`config.mk`:
```
export PLATFORM = sky130hd
export DESIGN_NAME = parking_slot_ctrl
export DESIGN_NICKNAME = d
export VERILOG_FILES = /design/src/rtl/parking_slot_ctrl.sv
export SDC_FILE = /design/constraint.sdc
export NUM_CORES = 1
export LEC_CHECK = 0
export CORE_ASPECT_RATIO = 0.6
export CORE_MARGIN = 5
export CORE_UTILIZATION = 60
export CTS_BUF_LIST = sky130_fd_sc_hd__clkbuf_4
export DETAILED_ROUTE_END_ITERATION = 8
export PLACE_DENSITY = 0.83
export SYNTH_ARGS = -nofsm -noshare
export SYNTH_HDL_FRONTEND = slang
export SYNTH_SLANG_ARGS = --single-unit
```
`constraint.sdc`:
```
create_clock -name clk_i -period 3.9 [get_ports clk_i]
set_clock_uncertainty 0.05 [all_clocks]
set_input_delay 0.39 -clock clk_i [delete_from_list [all_inputs] [get_ports clk_i]]
set_output_delay 0.39 -clock clk_i [all_outputs]
set_load 0.01 [all_outputs]
```
`src/rtl/parking_slot_ctrl.sv`:
```
// parking_slot_ctrl
// Central sequencer for the parking lot. It arbitrates the entry and exit
// gate requests, with exit winning over entry. It allocates free slots
// lowest-number-first and stores a check-in timestamp for every slot. On
// exit it reports how long the car stayed. After every accepted
// transaction it opens the gate for a fixed number of cycles.
//
// Ports
//   clk_i          system clock, rising edge
//   rst_i          synchronous active-high reset
//   timer_i        free-running time base, sampled on the serve edge
//   entry_req_i    car waiting at the entry gate (held until ack/rej)
//   exit_req_i     car waiting at the exit gate (held until ack/err)
//   exit_slot_i    slot being vacated, valid while exit_req_i is high
//   entry_ack_o    one-cycle pulse, slot granted
//   entry_slot_o   granted slot number, held until the next grant
//   entry_rej_o    one-cycle pulse, lot full
//   exit_ack_o     one-cycle pulse, slot released
//   exit_err_o     one-cycle pulse, bad or empty slot on exit
//   duration_o     elapsed time of the released slot, held until next exit
//   occupancy_o    bit i-1 set means slot i is occupied
//   free_count_o   number of unoccupied slots
//   full_o         every slot occupied
//   gate_open_o    gate actuation strobe
module parking_slot_ctrl #(
   parameter int NUM_SLOTS   = 6,
   parameter int TIME_W      = 11,
   parameter int GATE_CYCLES = 4
) (
   input  logic                 clk_i,
   input  logic                 rst_i,
   input  logic [TIME_W-1:0]    timer_i,
   input  logic                 entry_req_i,
   input  logic                 exit_req_i,
   input  logic [2:0]           exit_slot_i,
   output logic                 entry_ack_o,
   output logic [2:0]           entry_slot_o,
   output logic                 entry_rej_o,
   output logic                 exit_ack_o,
   output logic                 exit_err_o,
   output logic [TIME_W-1:0]    duration_o,
   output logic [NUM_SLOTS-1:0] occupancy_o,
   output logic [2:0]           free_count_o,
   output logic                 full_o,
   output logic                 gate_open_o
);

   // The gate counter holds the number of gate cycles still to come after
   // the current one. It therefore never needs to reach GATE_CYCLES itself.
   localparam int CNT_W = (GATE_CYCLES > 1) ? $clog2(GATE_CYCLES) : 1;

   typedef enum logic [1:0] {
      IDLE,
      SERVE_EXIT,
      SERVE_ENTRY,
      GATE
   } state_e;

   state_e                 state_q, state_d;
   logic [CNT_W-1:0]       gateCnt_q, gateCnt_d;
   logic                   entryAck_q, entryAck_d;
   logic [2:0]             entrySlot_q, entrySlot_d;
   logic                   entryRej_q, entryRej_d;
   logic                   exitAck_q, exitAck_d;
   logic                   exitErr_q, exitErr_d;
   logic [TIME_W-1:0]      duration_q, duration_d;
   logic [NUM_SLOTS-1:0]   occupancy_q, occupancy_d;
   logic [2:0]             freeCount_q, freeCount_d;
   logic                   full_q, full_d;
   logic                   gateOpen_q, gateOpen_d;
   logic [TIME_W-1:0]      stamp_q [NUM_SLOTS];

   logic [NUM_SLOTS-1:0]   freeOneHot;
   logic [2:0]             freeSlot;
   logic [NUM_SLOTS-1:0]   exitMask;
   logic                   exitOk;
   logic [TIME_W-1:0]      stampSel;
   logic [NUM_SLOTS-1:0]   stampWe;
   int                     occCount;

   // Slot lookup helpers. ~occ & (occ + 1) isolates the lowest clear bit.
   // That bit is the lowest-numbered free slot. The exit mask decodes the
   // requested slot number into a one-hot vector. Slot numbers 0 and
   // values above NUM_SLOTS give an all-zero mask, so they can never match
   // an occupied bit. Only a valid, occupied slot sets exitOk.
   always_comb begin
      freeOneHot = ~occupancy_q & (occupancy_q + 1'b1);
      freeSlot   = 3'd0;
      exitMask   = '0;
      stampSel   = '0;
      for (int i = 0; i < NUM_SLOTS; i++) begin
         if (freeOneHot[i]) begin
            freeSlot = 3'(i + 1);
         end
         if (exit_slot_i == 3'(i + 1)) begin
            exitMask[i] = 1'b1;
            stampSel    = stamp_q[i];
         end
      end
      exitOk = |(exitMask & occupancy_q);
   end

   // Next-state and next-output logic. All outputs are registered, so this
   // block only decides what each register takes on the coming edge. The
   // ack/rej/err pulses and the gate strobe default to low. The held
   // values (slot, duration, occupancy) default to their current contents.
   always_comb begin
      state_d     = state_q;
      gateCnt_d   = gateCnt_q;
      entryAck_d  = 1'b0;
      entrySlot_d = entrySlot_q;
      entryRej_d  = 1'b0;
      exitAck_d   = 1'b0;
      exitErr_d   = 1'b0;
      duration_d  = duration_q;
      occupancy_d = occupancy_q;
      gateOpen_d  = 1'b0;
      stampWe     = '0;

      case (state_q)
         IDLE: begin
            if (exit_req_i) begin
               state_d = SERVE_EXIT;
            end else if (entry_req_i) begin
               state_d = SERVE_ENTRY;
            end
         end

         SERVE_EXIT: begin
            if (exitOk) begin
               occupancy_d = occupancy_q & ~exitMask;
               duration_d  = timer_i - stampSel;
               exitAck_d   = 1'b1;
               gateOpen_d  = 1'b1;
               gateCnt_d   = CNT_W'(GATE_CYCLES - 1);
               state_d     = GATE;
            end else begin
               exitErr_d = 1'b1;
               state_d   = IDLE;
            end
         end

         SERVE_ENTRY: begin
            if (|freeOneHot) begin
               occupancy_d = occupancy_q | freeOneHot;
               stampWe     = freeOneHot;
               entrySlot_d = freeSlot;
               entryAck_d  = 1'b1;
               gateOpen_d  = 1'b1;
               gateCnt_d   = CNT_W'(GATE_CYCLES - 1);
               state_d     = GATE;
            end else begin
               entryRej_d = 1'b1;
               state_d    = IDLE;
            end
         end

         GATE: begin
            if (gateCnt_q == '0) begin
               state_d = IDLE;
            end else begin
               gateCnt_d  = gateCnt_q - 1'b1;
               gateOpen_d = 1'b1;
            end
         end

         default: begin
            state_d = IDLE;
         end
      endcase

      occCount = 0;
      for (int i = 0; i < NUM_SLOTS; i++) begin
         occCount = occCount + int'(occupancy_d[i]);
      end
      freeCount_d = 3'(NUM_SLOTS - occCount);
      full_d      = &occupancy_d;
   end

   // State, output and timestamp registers. Reset abandons any transaction
   // in flight, so no pulse that was pending is ever issued.
   always_ff @(posedge clk_i) begin
      if (rst_i) begin
         state_q      <= IDLE;
         gateCnt_q    <= '0;
         entryAck_q   <= 1'b0;
         entrySlot_q  <= 3'd0;
         entryRej_q   <= 1'b0;
         exitAck_q    <= 1'b0;
         exitErr_q    <= 1'b0;
         duration_q   <= '0;
         occupancy_q  <= '0;
         freeCount_q  <= 3'(NUM_SLOTS);
         full_q       <= 1'b0;
         gateOpen_q   <= 1'b0;
         for (int i = 0; i < NUM_SLOTS; i++) begin
            stamp_q[i] <= '0;
         end
      end else begin
         state_q      <= state_d;
         gateCnt_q    <= gateCnt_d;
         entryAck_q   <= entryAck_d;
         entrySlot_q  <= entrySlot_d;
         entryRej_q   <= entryRej_d;
         exitAck_q    <= exitAck_d;
         exitErr_q    <= exitErr_d;
         duration_q   <= duration_d;
         occupancy_q  <= occupancy_d;
         freeCount_q  <= freeCount_d;
         full_q       <= full_d;
         gateOpen_q   <= gateOpen_d;
         for (int i = 0; i < NUM_SLOTS; i++) begin
            if (stampWe[i]) begin
               stamp_q[i] <= timer_i;
            end
         end
      end
   end

   assign entry_ack_o  = entryAck_q;
   assign entry_slot_o = entrySlot_q;
   assign entry_rej_o  = entryRej_q;
   assign exit_ack_o   = exitAck_q;
   assign exit_err_o   = exitErr_q;
   assign duration_o   = duration_q;
   assign occupancy_o  = occupancy_q;
   assign free_count_o = freeCount_q;
   assign full_o       = full_q;
   assign gate_open_o  = gateOpen_q;

endmodule

```
# Word-level counts from Yosys, hierarchy flattened
# Memories as Yosys holds them, arrays and structs flattened.
# Index checks and enable logic that the tools add are counted.
[word_totals] input_bits=18 ff_bits=33 mem_bits_rw=66 mem_count=1 out_inout_bits=29 elab_cells=127
[mem_list] name="stamp_q" depth=6 width=11 rd=6 rd_ports_with_merged_regs=0 write_ports=6 line_no="71" source="logic [TIME_W-1:0] stamp_q [NUM_SLOTS];"
[op_classes] muxes=65 eq_ne=14 reduce_logical=12 n_bitwise=14 n_addsub=9
[op_table] op="11-bit two-way mux" count=12
[op_table] op="1-bit two-way mux" count=32
[op_table] op="6-bit two-way mux" count=4
[op_table] op="6-bit AND" count=3
[op_table] op="2-bit two-way mux" count=8
[op_table] op="3-bit two-way mux" count=5
[op_table] op="6-bit inverter" count=2
[op_table] op="6-bit one-hot mux with 2 select lines" count=1
[op_table] op="6-bit OR reduction" count=2
[op_table] op="11-bit subtractor" count=1
[op_table] op="3-bit by 1-bit adder with 3-bit output" count=3
[op_table] op="3-bit equality test (second input constant)" count=3
[op_table] op="2-bit inequality test (second input constant)" count=4
[op_table] op="2-bit one-hot mux with 4 select lines" count=1
[op_table] op="6-bit by 1-bit adder with 6-bit output (second input constant)" count=1
[op_table] op="3-bit by 2-bit equality test with 1-bit output (second input constant)" count=2
[op_table] op="1-bit OR" count=6
[op_table] op="6-bit OR" count=1
[op_table] op="2-bit one-hot mux with 3 select lines" count=1
[op_table] op="2-bit AND reduction" count=3
[op_table] op="6-bit AND reduction" count=1
[op_table] op="2-bit equality test (second input constant)" count=2
[op_table] op="2-bit zero test" count=2
[op_table] op="4-bit AND reduction" count=1
[op_table] op="11 further kinds" count=13

# Depth between registers and ports, before layout
[logic_depth] ltp_word=12 depth_mapped=15 mapped_depth_nobuf=14

# Worst setup path after synthesis
# Ideal clock, no wire load.
[synth_path] path_type="reg2reg" start="register state_q[0]" end="register freeCount_q[2], in the netlist free_count_o[2]" period_less_slack_ns=3.164 path_stages_with_launch=16 required_ns=3.722 arrival_time_ns=2.986 path_buffers=1 setup_time_ns=0.128 path_slack_ns=0.736 path_cell_list="dfxtp_1 > inv_1 > ha_1 > clkbuf_1 > a21oi_1 > nor2_1 > a21oi_1 > inv_1 > fa_1 > ha_1 > inv_1 > fa_1 > inv_1 > ha_1 > xnor2_1 > nand2_1"
[synth_via] elab_chain_cells=8 elab_cells_between_ends=9 classes_between="add/sub (6); eq/ne (2); mux (1)"
[synth_rtl] item="start: declaration" line_no="59" source="state_e state_q, state_d;"
[synth_rtl] item="start signal: assignment" line_no="200" source="state_q <= state_d;"
[synth_rtl] item="2-bit equality test / 2-bit by 1-bit equality test with 1-bit output (equally long branches)" line_no="120" source="case (state_q)"
[synth_rtl] item="6-bit one-hot mux with 2 select lines *" line_no="120"
[synth_rtl] item="named net occupancy_d[1]" line_no="67" source="logic [NUM_SLOTS-1:0] occupancy_q, occupancy_d;"
[synth_rtl] item="1-bit by 1-bit adder with 2-bit output *" line_no="174" source="occCount = occCount + int'(occupancy_d[i]);"
[synth_rtl] item="2-bit by 1-bit adder with 3-bit output *" line_no="174"
[synth_rtl] item="3-bit by 1-bit adder with 3-bit output * (3 in a row)" line_no="174"
[synth_rtl] item="3-bit subtractor *" line_no="176" source="freeCount_d = 3'(NUM_SLOTS - occCount);"
[synth_rtl] item="end signal: assignment" line_no="193" source="freeCount_q <= 3'(NUM_SLOTS);"
[synth_rtl] item="end signal: assignment" line_no="209" source="freeCount_q <= freeCount_d;"
[synth_rtl] item="end: declaration" line_no="68" source="logic [2:0] freeCount_q, freeCount_d;"
# The timed path passes the listed nets; every way through them passes the cells marked *.
# A chain may end at the register's enable or synchronous reset.

# Final worst setup path
[layout_path] start="register state_q[0]" end="register freeCount_q[2], in the netlist free_count_o[2]"
[layout_via] elab_cells_between_ends=9 classes_between="add/sub (6); eq/ne (2); mux (1)"
[layout_lines] item="2-bit equality test / 2-bit by 1-bit equality test with 1-bit output (equally long branches)" line_no="120"
[layout_lines] item="6-bit one-hot mux with 2 select lines *" line_no="120"
[layout_lines] item="named net occupancy_d[2]" line_no="67"
[layout_lines] item="2-bit by 1-bit adder with 3-bit output *" line_no="174"
[layout_lines] item="3-bit by 1-bit adder with 3-bit output * (3 in a row)" line_no="174"
[layout_lines] item="3-bit subtractor *" line_no="176"
# Marks and branches as above.

==> run summary <==
P per Cell Area: 342 nW/um^2
Clock transition at path regs: 0.16 ns
Fin. Hold Viols: 0
Max-Cap Viols: 0
setup repair after global routing missed its margin: false
min cycle time layout: 3.42 ns
EDFF count, synth: 66
DR WL/cell: 19.2 um
TritonCTS Buffers: 9
Seq/Total Area, Yosys: 50.6%
H-tree depth: 3
port bufs: 46
DR vias: 4,081
Top cell by count, worst path: inv_1
most frequent cells in the layout: edfxtp_1, and2_1, clkdlybuf4s50_1
vias in the first global route: 3,792
kind of cell adding the most delay to the critical path: adder cells
Setup TNS: 0 ns
setup repair bufs after CTS: 0
Die H: 82.3 um
I/O Pins: 47
launching point of the worst reg2reg path: state_q[0]
syn avg cell area: 10.5 um^2
Synth Flop Type: edfxtp_1
CP arrival: 3.74 ns
CP max stage cell: fa_1
Async S/R FF share, synth: 0%
DRC: 0
slowest cell delay on critical path: 0.51 ns
synth-to-layout area growth: 14.2%
worst setup slack after layout: 0.483 ns
critical path cell sequence: inv_1, ha_1, a31oi_1, nor2_1, a21oi_1, inv_1, fa_1, ha_1, inv_1, fa_1, inv_1, ha_1, xnor2_1, nand2_1
clock root cell: clkbuf_4
area post-placement: 5850 um^2
Filler cells: 616
hold_sp: duration_o[3]
Hold Crit Class: register to register
Yosys warnings: 0
Routed Antenna Nets: 0
crit-path max FO: 12
Netlist cell types: 59
First-pass DRT Iterations: 5
Post-Syn Instances: 499
CTS tree: done
VDD IR max: 248 uV
CTS hold repair buffers: 0
first-pass GRT wire length: 20,300 um
layout cells sized above 1: 9.75%
initial antenna violation count: 0
fin crit share: 87.6%
row count: 26
nature of the critical path startpoint: register
area of the mapped netlist: 5220 um^2
maximum clock insertion buffer count: 2
Tot Pwr: 2.04 mW
DP Wirelength: 9650 um
fmax: 0.293 GHz
worst-skew pair later-pin latency: 0.47 ns
DR iter-0 viols: 482
endpoints failing setup: 0
Slew @ Worst Pin: 0.935 ns
GPL Wtd Cong: 0.911
WP buf/inv: 4
detail-routed via count per cell: 6.13
headroom to the max-slew limit: 37.2%
commonest non-fill, non-tap cell in the layout: edfxtp_1
ANT cells: 0
post-layout instance area: 5960 um^2
hold slack final: 0.425 ns
GRT Util Overall: 25.0%
critical path type: register to register
CORE AREA: 8490 um^2
pre-CTS WS: 0.250 ns
status: completed
initial core utilization: 61.5%
Die ar.: 10,700 um^2
largest net degree at the start of global routing: 23
die span in x: 130 um
nets: 590
global route total overflow: 0
crit end category: register
WL final: 12,800 um
count of final max-slew check failures: 0
post-synthesis net count: 540
Post-CTS Resized: 0
Worst EP required: 4.23 ns
leak pwr: 2.23 nW
# clock sinks: 99
Critical path origin: state_q[0]
Seq cells post-synth: 99
[stage by stage]
stage,util (%),instances
floorplan,-,499
global placement,68.9,650
detailed placement,68.9,650
CTS,70.2,666
global route,70.2,666
finish,70.2,666
[worst min-delay path: stages (launching register included)]
cell and delay, ns:
dfxtp_1 0.34, nand2_1 0.05, a21oi_1 0.05
[state kept, by name, indices dropped and copies added, names as in the netlist]
register	flops
gate_open_o	1
gateCnt_q	2
stamp_q	66
exit_ack_o	1
occupancy_o	6
entry_rej_o	1
exit_err_o	1
state_q	2
entry_slot_o	3
entry_ack_o	1
duration_o	11
full_o	1
free_count_o	3
[cells in the mapped netlist (3+ instances only)]
master | instances | area share, %
o31ai_1 | 5 | 0.72
mux2i_1 | 6 | 1.2
o22ai_1 | 7 | 0.84
o21ai_0 | 22 | 2.1
a221o_1 | 3 | 0.58
nor4_1 | 7 | 0.84
xor2_1 | 3 | 0.50
inv_1 | 20 | 1.4
a31oi_1 | 6 | 0.72
a211oi_1 | 15 | 2.2
mux2_2 | 10 | 2.2
nand3_1 | 10 | 0.96
nor2_1 | 22 | 1.6
o21a_1 | 6 | 0.86
nand2b_1 | 3 | 0.36
nand2_1 | 42 | 3.0
and2_1 | 64 | 7.7
a21oi_1 | 32 | 3.1
nor3_1 | 8 | 0.77
nand4_1 | 4 | 0.48
fa_1 | 4 | 1.5
a21o_1 | 3 | 0.43
buf_2 | 8 | 0.77
or3_1 | 3 | 0.36
edfxtp_1 | 66 | 38
dfxtp_1 | 33 | 13
clkbuf_1 | 15 | 1.1
ha_1 | 19 | 4.6
nor2b_1 | 11 | 1.3
o211ai_1 | 4 | 0.58
[area by class of cell]
type | count | area, um^2 | share of cell area (%)
clock inverters | 7 | 47.5 | 0.797
flip-flops and latches | 99 | 2640 | 44.3
inverters | 21 | 78.8 | 1.32
clock buffers | 9 | 67.6 | 1.13
multi-input cells | 351 | 2370 | 39.7
well taps | 112 | 140 | 2.35
repair buffers | 67 | 618 | 10.4
[per-layer routing]
metal	track usage (%)	wire length, um	vias up
met5	0	0	-
met4	5.65	161	0
met3	6.43	1410	22
met2	36.2	5310	229
met1	37.9	5930	1927
li1	-	-	1903
[kinds of logic after synthesis]
family          count (synthesis)  synth area share (%)
simple gates                  187                  19.9
buf+inv                        49                  4.07
fa+ha+maj                      23                  6.09
flops                          99                  50.6
compound gates                119                  15.0
xor+xnor                        5                 0.839
mux                            17                  3.52
[worst paths after layout]
kind / end / slack [ns] / cells past startpoint
worst max-delay path: free_count_o[2] / 0.48 / 14
worst min-delay path: duration_o[3] / 0.43 / 2
worst max register to register: free_count_o[2] / 0.48 / 14
worst min register to register: duration_o[3] / 0.43 / 2
[report_power, final]
group	internal, mW	switching, mW
logic	0.147	0.219
clock network	0.134	0.357
registers	1.16	0.0190
total	1.44	0.594
No activity file was read; power rests on OpenSTA's default activity.
